`src/rtl/pipelined_chunk_adder.sv`:
```
// Pipelined ripple-carry adder/subtractor: one CHUNK-bit slice is resolved per stage,
// with the carry registered between stages and a valid/ready handshake on both ends.
module pipelined_chunk_adder #(
   parameter int WIDTH = 8,
   parameter int CHUNK = 2
) (
   input  logic             clk,
   input  logic             rst_n,
   input  logic             in_valid,
   output logic             in_ready,
   input  logic [WIDTH-1:0] in_a,
   input  logic [WIDTH-1:0] in_b,
   input  logic             in_cin,
   input  logic             in_sub,
   output logic             out_valid,
   input  logic             out_ready,
   output logic [WIDTH-1:0] out_sum,
   output logic             out_cout,
   output logic             out_ovf
);

   localparam int STAGES = (CHUNK < 1) ? 1 : WIDTH / CHUNK;
   localparam int REM    = (CHUNK < 1) ? 1 : WIDTH % CHUNK;

   if (CHUNK < 1 || REM != 0) begin : g_bad_params
      $error("pipelined_chunk_adder: WIDTH must be a positive multiple of CHUNK");
   end

   logic             advance;
   logic             v_q [STAGES];
   logic             c_q [STAGES];
   logic [WIDTH-1:0] a_q [STAGES];
   logic [WIDTH-1:0] b_q [STAGES];
   logic [WIDTH-1:0] s_q [STAGES];

   logic last_v_in;
   logic last_a_msb;
   logic last_b_msb;
   logic last_s_msb;
   logic last_c_next;
   logic ovf_reg;

   // The whole pipeline freezes, bubbles included, while the output is stalled.
   assign advance  = !v_q[STAGES-1] || out_ready;
   assign in_ready = advance;

   for (genvar gi = 0; gi < STAGES; gi++) begin : g_stage
      logic             v_in;
      logic             c_in;
      logic [WIDTH-1:0] a_in;
      logic [WIDTH-1:0] b_in;
      logic [WIDTH-1:0] s_in;
      logic [WIDTH-1:0] s_next;
      logic [CHUNK:0]   t_next;
      logic             v_reg;
      logic             c_reg;
      logic [WIDTH-1:0] a_reg;
      logic [WIDTH-1:0] b_reg;
      logic [WIDTH-1:0] s_reg;

      if (gi == 0) begin : g_first
         // Subtraction is A + ~B + 1, so the carry-in is forced high and in_cin ignored.
         assign v_in = in_valid;
         assign a_in = in_a;
         assign b_in = in_sub ? ~in_b : in_b;
         assign c_in = in_sub | in_cin;
         assign s_in = '0;
      end else begin : g_chain
         assign v_in = v_q[gi-1];
         assign a_in = a_q[gi-1];
         assign b_in = b_q[gi-1];
         assign c_in = c_q[gi-1];
         assign s_in = s_q[gi-1];
      end

      assign t_next = {1'b0, a_in[gi*CHUNK +: CHUNK]}
                    + {1'b0, b_in[gi*CHUNK +: CHUNK]}
                    + {{CHUNK{1'b0}}, c_in};

      always_comb begin
         s_next = s_in;
         s_next[gi*CHUNK +: CHUNK] = t_next[CHUNK-1:0];
      end

      always_ff @(posedge clk or negedge rst_n) begin
         if (!rst_n) begin
            v_reg <= 1'b0;
            c_reg <= 1'b0;
            a_reg <= '0;
            b_reg <= '0;
            s_reg <= '0;
         end else if (advance) begin
            v_reg <= v_in;
            if (v_in) begin
               c_reg <= t_next[CHUNK];
               a_reg <= a_in;
               b_reg <= b_in;
               s_reg <= s_next;
            end
         end
      end

      assign v_q[gi] = v_reg;
      assign c_q[gi] = c_reg;
      assign a_q[gi] = a_reg;
      assign b_q[gi] = b_reg;
      assign s_q[gi] = s_reg;

      if (gi == STAGES - 1) begin : g_last
         assign last_v_in   = v_in;
         assign last_a_msb  = a_in[WIDTH-1];
         assign last_b_msb  = b_in[WIDTH-1];
         assign last_s_msb  = s_next[WIDTH-1];
         assign last_c_next = t_next[CHUNK];
      end
   end

   // Carry into the MSB is recovered as a^b^sum at that bit position.
   always_ff @(posedge clk or negedge rst_n) begin
      if (!rst_n) begin
         ovf_reg <= 1'b0;
      end else if (advance && last_v_in) begin
         ovf_reg <= (last_a_msb ^ last_b_msb ^ last_s_msb) ^ last_c_next;
      end
   end

   assign out_valid = v_q[STAGES-1];
   assign out_sum   = s_q[STAGES-1];
   assign out_cout  = c_q[STAGES-1];
   assign out_ovf   = ovf_reg;

endmodule
```
`config.mk`:
```
export PLATFORM = sky130hd
export DESIGN_NAME = pipelined_chunk_adder
export DESIGN_NICKNAME = d
export VERILOG_FILES = /design/src/rtl/pipelined_chunk_adder.sv
export SDC_FILE = /design/constraint.sdc
export NUM_CORES = 1
export LEC_CHECK = 0
export ABC_AREA = 1
export CAP_MARGIN = 30
export CORE_UTILIZATION = 45
export CTS_BUF_LIST = sky130_fd_sc_hd__clkbuf_8
export DETAILED_ROUTE_END_ITERATION = 8
export PLACE_DENSITY = 0.72
export RECOVER_POWER = 25
export SYNTH_ARGS = -nofsm -noshare
export SYNTH_HDL_FRONTEND = slang
export SYNTH_SLANG_ARGS = --single-unit
export TNS_END_PERCENT = 20
```
`constraint.sdc`:
```
create_clock -name clk -period 3.26 [get_ports clk]
set_clock_uncertainty 0.15 [all_clocks]
set_input_delay 0.489 -clock clk [delete_from_list [all_inputs] [get_ports clk]]
set_output_delay 0.489 -clock clk [all_outputs]
set_load 0.005 [all_outputs]
```
Yosys cells after proc, flatten, opt, wreduce, memory -nomap -nowiden
Cells that the tools add are included.
- add/subtract/negate cells: 8
- mux-type cells: 1
- bitwise operators: 5
- reductions and logical operators: 7
- operators by type and width (operator ; count):
    adder 2 x 2 -> 3 bit ; 4
    adder 3 x 1 -> 3 bit ; 4
    2-to-1 mux 8 bit ; 1
    NOT 8 bit ; 1
    AND reduction 2 bit ; 4
    bitwise XOR 1 bit ; 3
    logical AND 1 bit ; 1
    logical NOT 1 bit ; 1
    logical OR 1 bit ; 1
    bitwise OR 1 bit ; 1
- register bits: 77
- bits of input ports: 22
- output and inout bits: 12
- logic and storage cells: 40

Depth between registers and ports, before layout
Gate-level depths: netlist of the first run.
- depth after elaboration: 4
- gate-level depth with buffers: 9
- mapped depth without buffers: 9

Worst setup path after synthesis of the first run
OpenSTA, ideal clock, no wires.
- kind: in2reg
- from: input in_sub
- to: register g_stage[0].s_reg[1]
- library setup time: 0.117 ns
- arrival: 1.770 ns
- data required time: 2.993 ns
- path slack: 1.223 ns
- stages: 7
- buffers on the path: 1
- path through: buf_2 > xnor2_1 > fa_1 > inv_1 > fa_1 > nand2_1 > nand2_1
- longest elaborated chain between the ends: 3
- elaborated cells between the ends (all ways): 4
- those cells by class: add/sub (2); mux (1); bitwise (1)
- RTL lines (element ; RTL line ; text):
    from (decl) ; 14 ; input logic in_sub,
    2-to-1 mux 8 bit ; 65 ; assign b_in = in_sub ? ~in_b : in_b;
    adder 2 x 2 -> 3 bit ; 77 ; + {1'b0, b_in[gi*CHUNK +: CHUNK]}
    adder 3 x 1 -> 3 bit * ; 78 ; + {{CHUNK{1'b0}}, c_in};
    via g_stage[0].t_next[1] ; 54 ; logic [CHUNK:0] t_next;
    to (signal assigned) ; 98 ; s_reg <= s_next;
    to (decl) ; 59 ; logic [WIDTH-1:0] s_reg;
The timed path passes the listed nets; every way through them passes the cells marked *.
A chain may end at the register's enable or synchronous reset.

Worst setup path in the final report of the first run
- from: input out_ready
- to: output in_ready
- longest elaborated chain between the ends: 1
- RTL lines (element ; RTL line ; text):
    from (decl) ; 16 ; input logic out_ready,
    logical OR 1 bit ; 44 ; assign advance = !v_q[STAGES-1] || out_ready;
    to (decl) ; 10 ; output logic in_ready,
No other way between the ends.

==> reports/metrics.yaml, run 1 <==
worstPathCellList: "clkdlybuf4s50_1, nor2_4, inv_2, clkdlybuf4s50_1"
maxCapViolations: 1
die_h_um: 74.4
initial_core_util_pct: 48.3
fill_cells: 450
worst_pin_slew_ns: 1.79
report.final.setup_viol: 0
route.detailed.drc: 0
grt_antenna_before_repair: 0
syn_nets: 281
core_area_um2: 4880
cp_data_arrival_time_ns: 1.90
cts_root_buf: "sky130_fd_sc_hd__clkbuf_8"
critPathCaptureType: "output pin"
firstDrtPassIters: 4
detail-route-antenna-nets: 0
cts-root-to-sink-buffers: 2
path_clk_slew_ns: 0.09
detail_route.wirelength_mm: 3.62
timing.hold.worst.class: "flip-flop to flip-flop"
drive_gt1_share_pct: 4.61
cts.repair_timing.setup_buffer_count: 0
total_standard_cell_area_after_synthesis_um2: 2360
grt_setup_unrepaired: "no"
path_class: "primary input to output pin"
pin_count: 34
status: "finished with violations"
path_max_fanout: 20
viasPerCell: 4.58
post_route_setup_tns_ns: 0
crit_top_cell: "sky130_fd_sc_hd__clkdlybuf4s50_1"
number_of_global_route_vias_before_repair: 1530
place_hpwl_mm: 2.66
report.final.slew_viol_count: 36
core.rowCount: 25
cts_repair_resizes: 0
layout.nets: 312
timing.final.crit_share_pct: 77.9
synth_cells: 250
leakage_nw: 1.40
wire_per_inst_um: 10.4
globalRouteTotalUtil_pct: 15.7
failed_checks: "max-capacitance violations, max-slew violations"
grt_start_max_net_pins: 36
slowest_stage: "sky130_fd_sc_hd__clkdlybuf4s50_1"
global_route_wire_length_before_repair_mm: 6.48
hold_viol: 0
worst_slew_margin_rel_pct: -19.1
antenna_diode_count: 0
fmaxAchievable_mhz: 394
worst-r2r-setup-slack_ns: 1.27
cts_made_buffers: 5
cts_max_level: 2
portBuffers: 33
cts_tree: "built"
design.die.area_um2: 5530
overflow_left_after_global_routing: 0
overall_power_mw: 2.32
numClockSinks: 53
dr.first_iter.drc_count: 76
clk-insertion-delay-late_ns: 0.30
yosys_warnings: 0
synth.yosys.seq_area_share_pct: 56.3
vias: 1600
powerDensity_nw_per_um2: 826
postSynthRegisterBits: 53
routabilityCongestion: 0.703
timing.critical_path.from_type: "primary input"
post_cts_hold_buffer_count: 0
endpoint_required_time_on_the_critical_path_ns: 2.62
area_growth_from_synthesis_to_layout_pct: 19.3
postSynthAreaPerCell_um2: 9.42
die_w_um: 74.4
critPathMaxStageDelay_ns: 0.57
period_needed_ns: 2.54
vdd.ir_drop.worst_uv: 282
unique_cell_type_count_in_the_yosys_netlist: 19
kinds of logic after synthesis:
logic type,Yosys count,synth area share [%]
flops,53,56.3
fa+ha+maj,9,7.33
xor+xnor,8,2.97
compound gates,26,5.52
simple gates,115,20.0
buf+inv,39,7.91
per-layer routing:
metal	track usage, %	wire length, um	vias to the layer above
li1	-	-	823
met1	19.4	1760	729
met2	26.5	1640	41
met3	4.47	157	7
met4	5.45	57	0
met5	0	0	-
placed cells by master, fill, tap and decap left out:
cell and instances:
sky130_fd_sc_hd__dfrtp_1 53, sky130_fd_sc_hd__nand2_2 1, sky130_fd_sc_hd__clkdlybuf4s50_1 32, sky130_fd_sc_hd__buf_4 1
sky130_fd_sc_hd__nor2_1 2, sky130_fd_sc_hd__nand3_1 15, sky130_fd_sc_hd__fa_1 8, sky130_fd_sc_hd__xor2_1 7
sky130_fd_sc_hd__o21ai_0 15, sky130_fd_sc_hd__clkbuf_1 1, sky130_fd_sc_hd__inv_2 1, sky130_fd_sc_hd__nand2_1 94
sky130_fd_sc_hd__xnor2_1 1, sky130_fd_sc_hd__ha_1 1, sky130_fd_sc_hd__bufinv_16 1, sky130_fd_sc_hd__nor2_4 1
sky130_fd_sc_hd__o21ai_1 11, sky130_fd_sc_hd__nand2_4 1, sky130_fd_sc_hd__inv_1 29, sky130_fd_sc_hd__clkbuf_8 6
sky130_fd_sc_hd__nor2_2 1
Yosys cell counts:
cell / number / share of area (%)
sky130_fd_sc_hd__fa_1: 8 / 6.8
sky130_fd_sc_hd__ha_1: 1 / 0.53
sky130_fd_sc_hd__buf_2: 5 / 1.1
sky130_fd_sc_hd__o21ai_1: 11 / 2.3
sky130_fd_sc_hd__nand2_1: 94 / 15
sky130_fd_sc_hd__xor2_1: 7 / 2.6
sky130_fd_sc_hd__buf_4: 1 / 0.32
sky130_fd_sc_hd__inv_1: 28 / 4.5
sky130_fd_sc_hd__inv_2: 1 / 0.16
sky130_fd_sc_hd__nand2_2: 1 / 0.27
sky130_fd_sc_hd__xnor2_1: 1 / 0.37
sky130_fd_sc_hd__nand2_4: 1 / 0.48
sky130_fd_sc_hd__buf_6: 4 / 1.9
sky130_fd_sc_hd__o21ai_0: 15 / 3.2
sky130_fd_sc_hd__dfrtp_1: 53 / 56
sky130_fd_sc_hd__nand3_1: 15 / 3.2
sky130_fd_sc_hd__nor2_1: 2 / 0.32
sky130_fd_sc_hd__nor2_4: 1 / 0.48
sky130_fd_sc_hd__nor2_2: 1 / 0.27
critical path, delay by kind of cell:
family | cells | cell delay [ns]
buf+inv | 3 | 1.34
simple gates | 1 | 0.07
power breakdown:
group / switching, mW / internal (mW)
logic: 0.447 / 0.363
registers: 0.146 / 0.921
clock network: 0.198 / 0.247
final cells by class:
class	count	area (um2)	area share (%)
flip-flops and latches	53	1330	47.2
multi-input cells	158	843	30.0
repair buffers	34	332	11.8
inverters	29	109	3.87
well taps	67	83.8	2.98
clock buffers	6	82.6	2.94
clock inverters	2	33.8	1.20
metrics by stage:
step           instance area, um2  std cells  utilization, %  worst slack, ns  hold WS (ns)
3_3_place_gp                 2700        341            55.2            0.623         0.302
6_report                     2810        349            57.6            0.719         0.326
2_1_floorplan                2360        250               -             1.22        0.0434
5_1_grt                      2810        349            57.6            0.653         0.350
3_5_place_dp                 2700        341            55.2            0.594         0.308
4_1_cts                      2810        349            57.6            0.728         0.117
final timing paths:
kind                             startpoint                  end  cells after the start
max reg2reg                g_stage[2].c_reg              out_ovf                      8
max                               out_ready             in_ready                      4
max in group asynchronous             rst_n  g_stage[2].s_reg[2]                      2
min in group asynchronous             rst_n           out_sum[5]                      1
min reg2reg                      out_sum[5]           out_sum[5]                      2
min                              out_sum[5]           out_sum[5]                      2
Power figures use the tool's default switching activity.
==> run 2, diff against run 1 <==
--- a/config.mk
+++ b/config.mk
@@ -10,7 +10,7 @@
 export CORE_UTILIZATION = 45
 export CTS_BUF_LIST = sky130_fd_sc_hd__clkbuf_8
 export DETAILED_ROUTE_END_ITERATION = 8
-export PLACE_DENSITY = 0.72
+export PLACE_DENSITY = 0.75
 export RECOVER_POWER = 25
 export SYNTH_ARGS = -nofsm -noshare
 export SYNTH_HDL_FRONTEND = slang
==> constraint.sdc (replaced) <==
create_clock -name clk -period 2.3 [get_ports clk]
set_clock_uncertainty 0.15 [all_clocks]
set_input_delay 0.345 -clock clk [delete_from_list [all_inputs] [get_ports clk]]
set_output_delay 0.345 -clock clk [all_outputs]
set_load 0.005 [all_outputs]
==> reports/metrics.yaml, run 2 (synthesis gave the netlist of run 1 again) <==
grt_setup_unrepaired: "no"  # unchanged
report.final.slew_viol_count: 0  # was 36
place_hpwl_mm: 2.56  # was 2.66 mm
area_growth_from_synthesis_to_layout_pct: 19.3  # about the same
core_area_um2: 4880  # unchanged
timing.critical_path.from_type: "primary input"  # unchanged
crit_start: "out_ready"  # unchanged
maxCapViolations: 0  # was 1
timing.critical_path.depth: 4  # unchanged
endpoint_required_time_on_the_critical_path_ns: 1.80  # was 2.62 ns
stdcell_area_um2: 2810  # about the same
die_w_um: 74.4  # unchanged
core.rowCount: 25  # unchanged
worstReg2RegStart: "g_stage[2].c_reg"  # unchanged
p_seq_share_pct: 47.7  # was 45.9%
period_needed_ns: 1.98
post_route_setup_tns_ns: 0  # unchanged
portBuffers: 33  # unchanged
worst-r2r-setup-slack_ns: 0.37  # was 1.27 ns
grt_antenna_before_repair: 0  # unchanged
placedCellCount: 344  # was 341
pin_count: 34  # unchanged
mostFrequentLayoutCells: "94 x sky130_fd_sc_hd__nand2_1, 53 x sky130_fd_sc_hd__dfrtp_1, 32 x sky130_fd_sc_hd__clkdlybuf4s50_1, 29 x sky130_fd_sc_hd__inv_1"  # unchanged
slowest_stage: "sky130_fd_sc_hd__clkdlybuf4s50_1"  # unchanged
detail_route.wirelength_mm: 3.44  # was 3.62 mm
antenna_diode_count: 0  # unchanged
critPathMaxStageDelay_ns: 0.44  # was 0.57 ns
timing.hold.worst.class: "flip-flop to flip-flop"  # unchanged
grt_start_max_net_pins: 28  # was 36
layout.nets: 316  # was 312
fin_hold_ws_ns: 0.321  # was 0.326 ns
firstDrtPassIters: 4  # unchanged
initial_core_util_pct: 48.3  # unchanged
clk-insertion-delay-late_ns: 0.30  # about the same
design.die.area_um2: 5530  # unchanged
globalRouteTotalUtil_pct: 14.9  # was 15.7%
most_common_cell_after_layout_fill_and_taps_aside: "sky130_fd_sc_hd__nand2_1"  # unchanged
status: "complete, no violations"  # was finished with violations
overall_power_mw: 3.15  # was 2.32 mW
critPathBufInv: 3  # unchanged
placedInstanceArea_um2: 2730  # was 2700 um2
cts-root-to-sink-buffers: 2  # unchanged
endpoint: "in_ready"  # unchanged
layout.cells.non_filler: 352  # was 349
hold_viol: 0  # unchanged
worst_slew_margin_rel_pct: 50.7  # was -19.1%
critPathTopFamily: "buffers and inverters"  # unchanged
wire_per_inst_um: 9.77  # was 10.4 um
drive_gt1_share_pct: 5.61  # was 4.61%
report.final.setup_viol: 0  # unchanged
routabilityCongestion: 0.725  # was 0.703
path_max_fanout: 5  # was 20
path_clk_slew_ns: 0.08  # was 0.09 ns
cts.repair_timing.setup_buffer_count: 0  # unchanged
cts_tree: "built"  # unchanged
fmaxAchievable_mhz: 505
power_frac_clock_pct: 16.0  # was 19.2%
timing.final.crit_share_pct: 86.1
vias: 1574  # was 1600
leakage_nw: 1.40  # about the same
path_class: "primary input to output pin"  # unchanged
number_of_global_route_vias_before_repair: 1501  # was 1530
cts_max_level: 2  # unchanged
viasPerCell: 4.47  # was 4.58
pwr-share-comb_pct: 36.3  # was 34.9%
cts_made_buffers: 5  # unchanged
detail-route-antenna-nets: 0  # unchanged
internal_power_mw: 2.06  # was 1.53 mW
route.detailed.drc: 0  # unchanged
crit_top_cell: "sky130_fd_sc_hd__clkdlybuf4s50_1"  # unchanged
worstPathCellList: "clkdlybuf4s50_1, nor2_4, inv_2, clkdlybuf4s50_1"  # unchanged
r2r_cells: 8  # unchanged
switching_share_pct: 34.6  # was 34.1%
die_h_um: 74.4  # unchanged
worst_pin_slew_ns: 0.739  # was 1.79 ns
cp_data_arrival_time_ns: 1.49  # was 1.90 ns
cts_repair_resizes: 0  # unchanged
reg2reg_to: "out_ovf"  # unchanged
dr.first_iter.drc_count: 91  # was 76
powerDensity_nw_per_um2: 1120  # was 826 nW/um2
vdd.ir_drop.worst_uv: 445  # was 282 uV
overflow_left_after_global_routing: 0  # unchanged
critPathCaptureType: "output pin"  # unchanged
numClockSinks: 53  # unchanged
p_sw_mw: 1.09  # was 791 uW
global_route_wire_length_before_repair_mm: 6.25  # was 6.48 mm
cts_root_buf: "sky130_fd_sc_hd__clkbuf_8"  # unchanged
run 2: cell types whose count changed in the layout (fill, tap and decap cells not counted), sizes merged:
cell         before  now
clkbuf            7    8
bufinv            1    0
buf               1    3
dlygate4sd3       0    1
run 2: power groups by stage:
stage	Clock, mW	Combinational, mW	Sequential [mW]
after global routing	0.558	1.35	1.55
after global placement	0	1.13	1.51
after floorplan	0	0.841	1.48
after detailed placement	0	1.17	1.52
after CTS	0.522	1.17	1.51
final	0.505	1.14	1.50
run 2: worst register-to-register path, delay by kind of cell, from the launching register on:
kind                     cells  cell delay [ns]
adder cells (fa/ha/maj)      2             0.97
buffers and inverters        2             0.11
flip-flops                   1             0.35
AND/OR/NAND/NOR              4             0.26
run 2: layer usage:
layer	track usage (%)	wire [um]	up-vias
met5	0	0	-
met4	6.92	34	0
met3	3.25	152	4
met2	24.1	1540	42
met1	19.3	1710	703
li1	-	-	825
run 2: layout make-up:
| type | instances | area [um2] |
|---|---|---|
| repair buffers | 38 | 363 |
| clock buffers | 6 | 82.6 |
| multi-input cells | 158 | 843 |
| clock inverters | 1 | 3.75 |
| flip-flops and latches | 53 | 1330 |
| well taps | 67 | 83.8 |
| fillers | 472 | 2070 |
| inverters | 29 | 109 |
run 2: through the flow:
stage	setup slack, ns	util (%)
6_report	0.319	57.6
4_1_cts	0.322	57.9
5_1_grt	0.190	57.6
3_5_place_dp	0.0155	55.9
3_3_place_gp	0.0592	55.9
2_1_floorplan	0.407	-
run 2: timing repair:
action,CTS,global route
endpoints found under the hold margin,26,0
hold buffers,1,0
setup endpoints to repair,0,0
run 2: worst min-delay path by stage:
stage	start	to	slack (ns)	depth (start not counted)
CTS	out_sum[5]	out_sum[5]	0.33	2
global placement	rst_n	out_cout	0.25	1
detailed placement	rst_n	out_cout	0.25	1
global route	out_sum[4]	out_sum[4]	0.35	2
finish	out_sum[0]	out_sum[0]	0.32	2
floorplan	rst_n	g_stage[0].a_reg[2]	-0.10	0
==> run 3, diff against run 2 <==
--- a/config.mk
+++ b/config.mk
@@ -9,6 +9,7 @@
 export CAP_MARGIN = 30
 export CORE_UTILIZATION = 45
 export CTS_BUF_LIST = sky130_fd_sc_hd__clkbuf_8
+export CTS_CLUSTER_DIAMETER = 150
 export DETAILED_ROUTE_END_ITERATION = 8
 export PLACE_DENSITY = 0.75
 export RECOVER_POWER = 25
==> results of run 3 <==
Same layout as run 2: the final DEF is identical, and so are final timing and power.
